--- config.mk ---
export PLATFORM = sky130hd
export DESIGN_NAME = bus_arbiter_mux_flat
export DESIGN_NICKNAME = d
export VERILOG_FILES = /design/src/rtl/bus_arbiter_mux_pkg.sv /design/src/rtl/bus_arbiter_mux_if.sv /design/src/rtl/bus_arbiter_mux_rr_picker.sv /design/src/rtl/bus_arbiter_mux.sv /design/src/flat_wrapper.sv
export SDC_FILE = /design/constraint.sdc
export NUM_CORES = 1
export LEC_CHECK = 0
export CORE_AREA = 2 2 335 337
export CTS_CLUSTER_DIAMETER = 50
export DETAILED_ROUTE_END_ITERATION = 8
export DIE_AREA = 0 0 337 339
export DONT_BUFFER_PORTS = 1
export PLACE_DENSITY_LB_ADDON = 0.05
export SETUP_SLACK_MARGIN = 0.3
export SLEW_MARGIN = 20
export SYNTH_ARGS = -nofsm -noshare
export SYNTH_HDL_FRONTEND = slang
export SYNTH_SLANG_ARGS = --single-unit
export TNS_END_PERCENT = 30
--- constraint.sdc ---
create_clock -name clk -period 19.4 [get_ports clk]
set_input_delay 2.91 -clock clk [delete_from_list [all_inputs] [get_ports clk]]
set_output_delay 2.91 -clock clk [all_outputs]
set_load 0.1 [all_outputs]
--- src/rtl/bus_arbiter_mux_pkg.sv ---
// Shared definitions for the CPU bus arbiter/multiplexer: default sizes,
// bus source indices and arbitration mode encoding.
package bus_arbiter_mux_pkg;

  localparam int DEF_WIDTH = 32;
  localparam int DEF_NSRC  = 24;
  localparam int DEF_CNT_W = 8;

  // Bus source indices (legacy Rxout enable order)
  localparam int SRC_R0  = 0;
  localparam int SRC_R15 = 15;
  localparam int SRC_HI  = 16;
  localparam int SRC_LO  = 17;
  localparam int SRC_ZHI = 18;
  localparam int SRC_ZLO = 19;
  localparam int SRC_PC  = 20;
  localparam int SRC_MDR = 21;
  localparam int SRC_INP = 22;
  localparam int SRC_C   = 23;

  typedef enum logic {
    ARB_PRIO = 1'b0,
    ARB_RR   = 1'b1
  } arbMode_e;

endpackage

--- src/rtl/bus_arbiter_mux_if.sv ---
// Bus-side signal bundle of the arbiter: controls, requests, sources and
// the registered bus/status outputs. The arbiter uses the slave view.
interface bus_arbiter_mux_if #(
  parameter int WIDTH = 32,
  parameter int NSRC  = 24,
  parameter int CNT_W = 8
);

  logic                    rr_mode;
  logic                    hold;
  logic                    err_clr;
  logic [NSRC-1:0]         src_req;
  logic [NSRC*WIDTH-1:0]   src_data;
  logic [WIDTH-1:0]        bus_out;
  logic                    bus_valid;
  logic [NSRC-1:0]         grant;
  logic                    conflict;
  logic [CNT_W-1:0]        conflict_cnt;

  modport master (
    output rr_mode, hold, err_clr, src_req, src_data,
    input  bus_out, bus_valid, grant, conflict, conflict_cnt
  );

  modport slave (
    input  rr_mode, hold, err_clr, src_req, src_data,
    output bus_out, bus_valid, grant, conflict, conflict_cnt
  );

endinterface

--- src/rtl/bus_arbiter_mux_rr_picker.sv ---
// Combinational winner selection: highest index in priority mode, first
// requester after ptr (wrapping) in round-robin mode. Also flags whether
// any and whether more than one source is requesting.
module bus_arbiter_mux_rr_picker
  import bus_arbiter_mux_pkg::*;
#(
  parameter int NSRC  = DEF_NSRC,
  parameter int PTR_W = $clog2(NSRC)
) (
  input  logic [NSRC-1:0]  src_req,
  input  logic [PTR_W-1:0] ptr,
  input  logic             rr_mode,
  output logic [PTR_W-1:0] winIdx,
  output logic [NSRC-1:0]  winOneHot,
  output logic             anyReq,
  output logic             multiReq
);

  localparam int POP_W = $clog2(NSRC + 1);

  arbMode_e   mode;
  logic [POP_W-1:0] reqCount;
  logic       found;
  int         cand;

  assign mode = arbMode_e'(rr_mode);

  // Pick the winning source and count requesters
  always_comb begin
    winIdx    = '0;
    winOneHot = '0;
    reqCount  = '0;
    found     = 1'b0;
    cand      = 0;
    for (int i = 0; i < NSRC; i++) begin
      if (src_req[i]) begin
        reqCount = reqCount + POP_W'(1);
      end else begin
        reqCount = reqCount;
      end
    end
    case (mode)
      ARB_RR: begin
        // Search ptr+1, ptr+2, ... wrapping; first hit wins
        for (int i = 1; i <= NSRC; i++) begin
          cand = int'(ptr) + i;
          if (cand >= NSRC) begin
            cand = cand - NSRC;
          end else begin
            cand = cand;
          end
          if (!found && src_req[cand]) begin
            winIdx = PTR_W'(cand);
            found  = 1'b1;
          end else begin
            found  = found;
          end
        end
      end
      default: begin
        // Last enable wins, matching the legacy bus behaviour
        for (int i = 0; i < NSRC; i++) begin
          if (src_req[i]) begin
            winIdx = PTR_W'(i);
          end else begin
            winIdx = winIdx;
          end
        end
      end
    endcase
    anyReq   = |src_req;
    multiReq = (reqCount >= POP_W'(2));
    if (anyReq) begin
      winOneHot[winIdx] = 1'b1;
    end else begin
      winOneHot = '0;
    end
  end

endmodule

--- src/rtl/bus_arbiter_mux.sv ---
// Registered CPU bus arbiter/multiplexer. Selects one of NSRC sources by
// fixed priority or round-robin, registers the bus value and grant, and
// keeps a saturating count of multi-driver cycles.
module bus_arbiter_mux
  import bus_arbiter_mux_pkg::*;
#(
  parameter int WIDTH = DEF_WIDTH,
  parameter int NSRC  = DEF_NSRC,
  parameter int CNT_W = DEF_CNT_W
) (
  input logic              clk,
  input logic              clr,
  bus_arbiter_mux_if.slave bif
);

  localparam int PTR_W = $clog2(NSRC);
  localparam logic [CNT_W-1:0] CNT_MAX = {CNT_W{1'b1}};

  logic [PTR_W-1:0] ptrR;
  logic [WIDTH-1:0] busOutR;
  logic             busValidR;
  logic [NSRC-1:0]  grantR;
  logic             conflictR;
  logic [CNT_W-1:0] conflictCntR;

  logic [PTR_W-1:0] winIdxS;
  logic [NSRC-1:0]  winOneHotS;
  logic             anyReqS;
  logic             multiReqS;
  logic [WIDTH-1:0] winDataS;

  bus_arbiter_mux_rr_picker #(
    .NSRC  (NSRC),
    .PTR_W (PTR_W)
  ) uPicker (
    .src_req   (bif.src_req),
    .ptr       (ptrR),
    .rr_mode   (bif.rr_mode),
    .winIdx    (winIdxS),
    .winOneHot (winOneHotS),
    .anyReq    (anyReqS),
    .multiReq  (multiReqS)
  );

  assign winDataS = bif.src_data[int'(winIdxS)*WIDTH +: WIDTH];

  // Bus, grant, pointer and conflict state; clr beats hold beats arbitration
  always_ff @(posedge clk) begin
    if (!clr) begin
      ptrR         <= PTR_W'(NSRC - 1);
      busOutR      <= '0;
      busValidR    <= 1'b0;
      grantR       <= '0;
      conflictR    <= 1'b0;
      conflictCntR <= '0;
    end else begin
      // err_clr acts even while held and beats a same-cycle conflict
      if (bif.err_clr) begin
        conflictCntR <= '0;
      end else if (!bif.hold && multiReqS && (conflictCntR != CNT_MAX)) begin
        conflictCntR <= conflictCntR + CNT_W'(1);
      end else begin
        conflictCntR <= conflictCntR;
      end

      if (!bif.hold) begin
        conflictR <= multiReqS;
        if (anyReqS) begin
          busOutR   <= winDataS;
          grantR    <= winOneHotS;
          busValidR <= 1'b1;
          if (arbMode_e'(bif.rr_mode) == ARB_RR) begin
            ptrR <= winIdxS;
          end else begin
            ptrR <= ptrR;
          end
        end else begin
          busOutR   <= busOutR;
          grantR    <= '0;
          busValidR <= 1'b0;
          ptrR      <= ptrR;
        end
      end else begin
        ptrR      <= ptrR;
        busOutR   <= busOutR;
        busValidR <= busValidR;
        grantR    <= grantR;
        conflictR <= conflictR;
      end
    end
  end

  assign bif.bus_out      = busOutR;
  assign bif.bus_valid    = busValidR;
  assign bif.grant        = grantR;
  assign bif.conflict     = conflictR;
  assign bif.conflict_cnt = conflictCntR;

endmodule

--- src/flat_wrapper.sv ---
// flat-port wrapper written by rule: the top's interface ports become plain ports
module bus_arbiter_mux_flat import bus_arbiter_mux_pkg::*;
#(
  parameter int WIDTH = DEF_WIDTH,
  parameter int NSRC  = DEF_NSRC,
  parameter int CNT_W = DEF_CNT_W
)
  (clk, clr, bif_rr_mode, bif_hold, bif_err_clr, bif_src_req, bif_src_data, bif_bus_out, bif_bus_valid, bif_grant, bif_conflict, bif_conflict_cnt);
  bus_arbiter_mux_if #(.WIDTH(WIDTH), .NSRC(NSRC), .CNT_W(CNT_W)) bif_i ();
  input logic clk;
  input logic clr;
  input wire logic [$bits(bif_i.rr_mode)-1:0] bif_rr_mode;
  input wire logic [$bits(bif_i.hold)-1:0] bif_hold;
  input wire logic [$bits(bif_i.err_clr)-1:0] bif_err_clr;
  input wire logic [$bits(bif_i.src_req)-1:0] bif_src_req;
  input wire logic [$bits(bif_i.src_data)-1:0] bif_src_data;
  output wire logic [$bits(bif_i.bus_out)-1:0] bif_bus_out;
  output wire logic [$bits(bif_i.bus_valid)-1:0] bif_bus_valid;
  output wire logic [$bits(bif_i.grant)-1:0] bif_grant;
  output wire logic [$bits(bif_i.conflict)-1:0] bif_conflict;
  output wire logic [$bits(bif_i.conflict_cnt)-1:0] bif_conflict_cnt;
  assign bif_i.rr_mode = bif_rr_mode;
  assign bif_i.hold = bif_hold;
  assign bif_i.err_clr = bif_err_clr;
  assign bif_i.src_req = bif_src_req;
  assign bif_i.src_data = bif_src_data;
  assign bif_bus_out = bif_i.bus_out;
  assign bif_bus_valid = bif_i.bus_valid;
  assign bif_grant = bif_i.grant;
  assign bif_conflict = bif_i.conflict;
  assign bif_conflict_cnt = bif_i.conflict_cnt;
  bus_arbiter_mux #(.WIDTH(WIDTH), .NSRC(NSRC), .CNT_W(CNT_W)) u_core (.clk(clk), .clr(clr), .bif(bif_i));
endmodule
==> metrics, run 1 <==
count of unique library cells instantiated by Yosys=93; share of layout cells above drive strength 1=7.12%; Clk pin slew, worst setup/hold paths=0.07 ns; Critical Path Fanout Max=14; relative slew slack=11.0%; first-pass GRT wire length=191000 um; Main synth FF type=dfxtp_1; hold_buf cts=0; setup violators final=0; Arrival @ worst endpoint=between 15 and 20 ns; CTS tree=yes; CP Capture Type=flop; GR Util All Layers=24.1%; slowest CP cell=or3b_1; grt ovf=0; Num CTS Buffers=9; Mapped Avg Cell Area=6.31 um^2; Async SR Flop Fraction=0%; largest net degree at the start of global routing=133; WP data required=19.62 ns; # Max-Cap Violations=0; Final Cycle Share=about four fifths; FF+latch count, synth=71; Die Span Y=339 um; CTS Buffer Depth=2; status=complete, no violations; critical path class=input port to flop; Initial Util=16.5%; CP max stage delay=~0.42 ns; Synth warnings=0; clk sink count=between 70 and 80; fmax=roughly 64 MHz; Worst Skew=0.0116 ns; Vias=22.4k; first-pass detailed-route iteration total=6; dpl hpwl=122000 um; post-DR vias/cell=around 5.3; crit path time final=roughly 16 ns; final std cells w/o fill=~4.2k; final hold violation count=0; EDFF count, synth=0; RSZ-0062 raised after global routing=false; most frequent cells in the layout=nand2_1 (841), a31oi_1 (208), nand3_1 (198); Die Area=approximately 110000 um^2; H-tree depth=3; I/O Buffers=0; HP Class=flop to flop; register area share after synthesis=7.82%; post-CTS resize count=0; core box area=110000 um^2; Setup Buffers After CTS=0; row count=roughly 120; initial antenna violation count=40; gpl congestion=approximately 0.92; synthesized area=18200 um^2; DRC violations left=0; Clk Latency, worst-skew pair=0.35 ns; I/O pin total=about 860; clk root buf=clkbuf_16; Routed WL per cell=34.2 um; violation count after the first detailed-route iteration=2088; # nets final=roughly 3.6k; Final ANT Viol Nets=0; vias in the first global route=21.5k; commonest non-fill, non-tap cell in the layout=nand2_1; setup TNS=0 ns; Final Max Tran Viols=0; actual slew at the worst max-slew pin=1.33 ns; syn_nets=3748; most frequent CP cell=ha_1; crit start category=input port; Post-Syn Instances=2883; WL final=around 140000 um; chip width=between 300 and 400 um; Area growth syn-to-layout=10.0%; placed cells=4194
sequential cells by signal, summed over array words and instances, names as in the netlist:
name / flops
u_core.bif.bus_valid: 1
u_core.bif.conflict: 1
u_core.bif.grant: 24
u_core.bif.bus_out: 32
u_core.bif.conflict_cnt: 8
u_core.ptrR: 5
metrics by stage:
step | cell area (um^2) | utilization [%] | hold WS, ns | setup WS, ns
finish | 20000 | 18.1 | 0.741 | 3.86
global route | 20000 | 18.1 | 0.792 | 2.85
CTS | 20000 | 18.1 | 0.751 | 3.98
detailed placement | 19600 | 17.8 | 0.742 | 3.69
global placement | 19600 | 17.8 | 0.720 | 3.82
floorplan | 18200 | - | 0.911 | 5.02
layout make-up:
type                            count  area [um^2]
Sequential cell                    71         1430
Clock buffer                        9          225
Fill cell                       12800        90400
Antenna cell                       15         37.5
Timing Repair Buffer               62          503
Multi-Input combinational cell   2515        15600
Tap cell                         1488         1860
Inverter                           59          221
Clock inverter                      7          128
metal layers:
layer	GRT usage [%]	part of all wire (%)	wire length, um	vias to the layer above
met5	0	0.071	103	-
met2	40.3	47	68000	962
met3	4.10	6.5	9450	102
li1	-	-	-	10200
met1	31.9	43	62800	11200
met4	6.00	2.8	4110	16
worst max-delay path, delay by kind of cell:
kind / cells / cell delay (ns)
AOI/OAI and AO/OA: 23 / 3.65
and+or+nand+nor: 14 / 1.97
muxes: 5 / 1.38
buffers and inverters: 2 / 0.12
xor gates and xnor gates: 11 / 2.02
adders and majority gates: 12 / 3.71
Yosys cell counts, types with 8 or more instances:
| master | count | area share [%] |
|---|---|---|
| nand3_1 | 198 | 5.5 |
| mux2i_1 | 77 | 4.2 |
| xnor2_2 | 8 | 0.72 |
| nand2_1 | 842 | 17 |
| o211ai_1 | 30 | 1.2 |
| nand2b_1 | 17 | 0.59 |
| a22o_1 | 39 | 1.9 |
| a21o_1 | 16 | 0.66 |
| nor2b_1 | 39 | 1.3 |
| inv_1 | 55 | 1.1 |
| and2_1 | 25 | 0.86 |
| nor2_1 | 93 | 1.9 |
| o31ai_1 | 10 | 0.41 |
| a31oi_1 | 209 | 7.2 |
| a211o_1 | 19 | 0.92 |
| o21ai_0 | 103 | 2.8 |
| and3_1 | 35 | 1.2 |
| dfxtp_1 | 71 | 7.8 |
| nand4_1 | 18 | 0.62 |
| ha_1 | 68 | 4.7 |
| o311ai_0 | 9 | 0.43 |
| a211oi_1 | 23 | 0.95 |
| o211a_1 | 8 | 0.44 |
| a22oi_1 | 57 | 2.4 |
| buf_1 | 12 | 0.25 |
| nor3_1 | 49 | 1.3 |
| mux2_2 | 22 | 1.4 |
| a21oi_1 | 135 | 3.7 |
| buf_2 | 64 | 1.8 |
| or2_2 | 10 | 0.34 |
| a21boi_0 | 13 | 0.54 |
| clkbuf_1 | 157 | 3.2 |
| xor2_1 | 25 | 1.2 |
| o21a_1 | 11 | 0.45 |
| o22ai_1 | 8 | 0.28 |
| mux4_2 | 29 | 3.6 |
| a221oi_1 | 21 | 1.0 |
| or3_1 | 16 | 0.55 |
| xnor2_1 | 75 | 3.6 |
| a221o_1 | 19 | 1.0 |
kinds of logic (layout without fill, tap and decap cells):
group                    Yosys count  in the layout  share of synthesized area (%)
buffers and inverters            297            137                           6.76
flip-flops                        71             71                           7.82
XOR/XNOR                         123            123                           7.56
other                              0             15                              0
multiplexers                     130            130                           9.38
adder cells (fa/ha/maj)           68             68                           4.68
AND/OR/NAND/NOR                 1388           1388                           33.7
AO/OA/AOI/OAI                    806            806                           30.1
path summary, 6_finish.rpt:
kind | start | endpoint | slack (ns) | depth (start not counted)
min | u_core.bif.conflict_cnt[0] | u_core.bif.conflict_cnt[0] | 0.74 | 3
max reg2reg | u_core.ptrR[2] | u_core.bif.bus_out[29] | 8.53 | 23
min reg2reg | u_core.bif.conflict_cnt[0] | u_core.bif.conflict_cnt[0] | 0.74 | 3
max | bif_src_req[0] | u_core.bif.conflict_cnt[1] | 3.86 | 67
Power of run 1 is left out: the tool's default activity adds up to more than one toggle a clock period on the data nets, which glitch-free logic cannot reach.
==> run 2: changes to the inputs <==
Clock period 19.4 ns to 13.55 ns, I/O delays scaled along.
==> metrics, run 2 (synthesis gave the netlist of run 1 again) <==
Final Max Tran Viols=0 (unchanged); Routed WL per cell=34.1 um (-0.23%); CTS Buffer Depth=2 (unchanged); WP data required=13.83 ns (-5.79 ns); Arrival @ worst endpoint=13.13 ns (-2.63 ns); row count=122 (unchanged); Die Span Y=339 um (unchanged); post-DR vias/cell=5.29 (-0.26%); Clk pin slew, worst setup/hold paths=0.07 ns (about the same); violation count after the first detailed-route iteration=1980 (-5.2%); crit path time final=around 13 ns; hold_buf cts=0 (unchanged); Clk Latency, worst-skew pair=0.34 ns (about the same); slowest CP cell=or4_1; fmax=77.8 MHz; CP Capture Type=flop; share of layout cells above drive strength 1=11.7% (+4.5 points); largest net degree at the start of global routing=122 (-8.3%); placed cells=4243 (+1.2%); I/O Buffers=0 (unchanged); chip width=337 um (unchanged); GR Util All Layers=24.4% (+0.31 points); Final Cycle Share=94.9%; max FFs per register=32 (unchanged); Area growth syn-to-layout=15.5%; actual slew at the worst max-slew pin=1.16 ns (-0.170 ns); gpl congestion=0.903 (-2.4%); most frequent CP cell=nand2_1; CTS tree=yes; clk root buf=clkbuf_16; Final ANT Viol Nets=0 (unchanged); Num CTS Buffers=9 (unchanged); core box area=110000 um^2 (unchanged); # Max-Cap Violations=0 (unchanged); crit path from=bif_src_req[0]; critical path class=input port to flop; final std cells w/o fill=4304 (+1.8%); commonest non-fill, non-tap cell in the layout=nand2_1; first-pass GRT wire length=193000 um (+1.1%); Vias=22.8k (+1.6%); H-tree depth=3 (unchanged); vias in the first global route=21.9k (+1.7%); crit start category=input port; relative slew slack=22.7% (+12 points); HP Class=flop to flop; final hold violation count=0 (unchanged); status=complete, no violations; Initial Util=16.5% (unchanged); initial antenna violation count=49 (+23%); first-pass detailed-route iteration total=7 (+1); Worst Skew=0.00941 ns (-0.00221 ns); I/O pin total=863 (unchanged); RSZ-0062 raised after global routing=true; min-delay src=u_core.bif.conflict_cnt[1]; CP max stage delay=0.49 ns (+0.07 ns); dpl hpwl=125000 um (+1.9%); Critical Path Fanout Max=8 (-6); # nets final=3661 (+2.2%); DRC violations left=0 (unchanged); most frequent cells in the layout=nand2_1 (839), a31oi_1 (206), nand3_1 (198); r2r startpoint=u_core.ptrR[2]; grt ovf=0 (unchanged); clk sink count=71 (unchanged); WL final=147000 um (+1.6%); FF-to-FF setup slack=3.79 ns (-4.74 ns); Die Area=114000 um^2 (unchanged); setup violators final=0 (unchanged)
-- run 2: changes by cell type in the layout (fill, tap and decap cells not counted), sizes merged --
cell      delta
clkbuf       -1
buf         +79
bufinv       -3
clkinvlp     +3
-- run 2: layout make-up --
cell class,count,area (um^2)
Fill cell,12800,89400
Clock inverter,7,61.3
Clock buffer,9,225
Antenna cell,15,37.5
Tap cell,1488,1860
Sequential cell,71,1430
Timing Repair Buffer,140,1140
Multi-Input combinational cell,2515,16000
Inverter,59,225
-- run 2: layer usage --
layer,track usage [%],wire [um],vias to the layer above
met2,39.7,67800,981
met3,5.17,10900,112
li1,-,-,10300
met1,31.9,62600,11300
met4,7.92,5320,32
met5,0,184,-
-- run 2: what timing repair did --
action                     CTS  global route
resized for setup           13            69
pin swaps                   13            58
setup buffers               13            16
cloned                       1             0
setup endpoints to repair    9             9
-- run 2: final timing paths --
kind / to / cells past startpoint
worst min register to register: u_core.bif.conflict_cnt[1] / 2
worst max-delay path: u_core.bif.conflict_cnt[3] / 65
worst max register to register: u_core.bif.bus_out[29] / 24
worst min-delay path: u_core.bif.conflict_cnt[1] / 2
-- run 2: stage by stage --
stage	hold WS [ns]	setup WS, ns	setup TNS, ns	util (%)	area, um^2
2_1_floorplan	0.911	0.300	0	-	18200
3_3_place_gp	0.443	-0.259	-2.22	18.1	20000
3_5_place_dp	0.471	-0.357	-2.91	18.1	20000
4_1_cts	0.481	0.301	0	18.5	20500
5_1_grt	0.515	0.0504	0	19.0	21000
6_report	0.477	0.695	0	19.0	21000
-- run 2: critical path: cells and delay by family --
| kind | cells | cell delay (ns) |
|---|---|---|
| AOI/OAI and AO/OA | 19 | 3.17 |
| and+or+nand+nor | 17 | 2.75 |
| adders and majority gates | 8 | 2.22 |
| xor gates and xnor gates | 8 | 1.34 |
| buffers and inverters | 10 | 1.03 |
| muxes | 3 | 0.55 |
Power of run 2 is left out for the same reason.
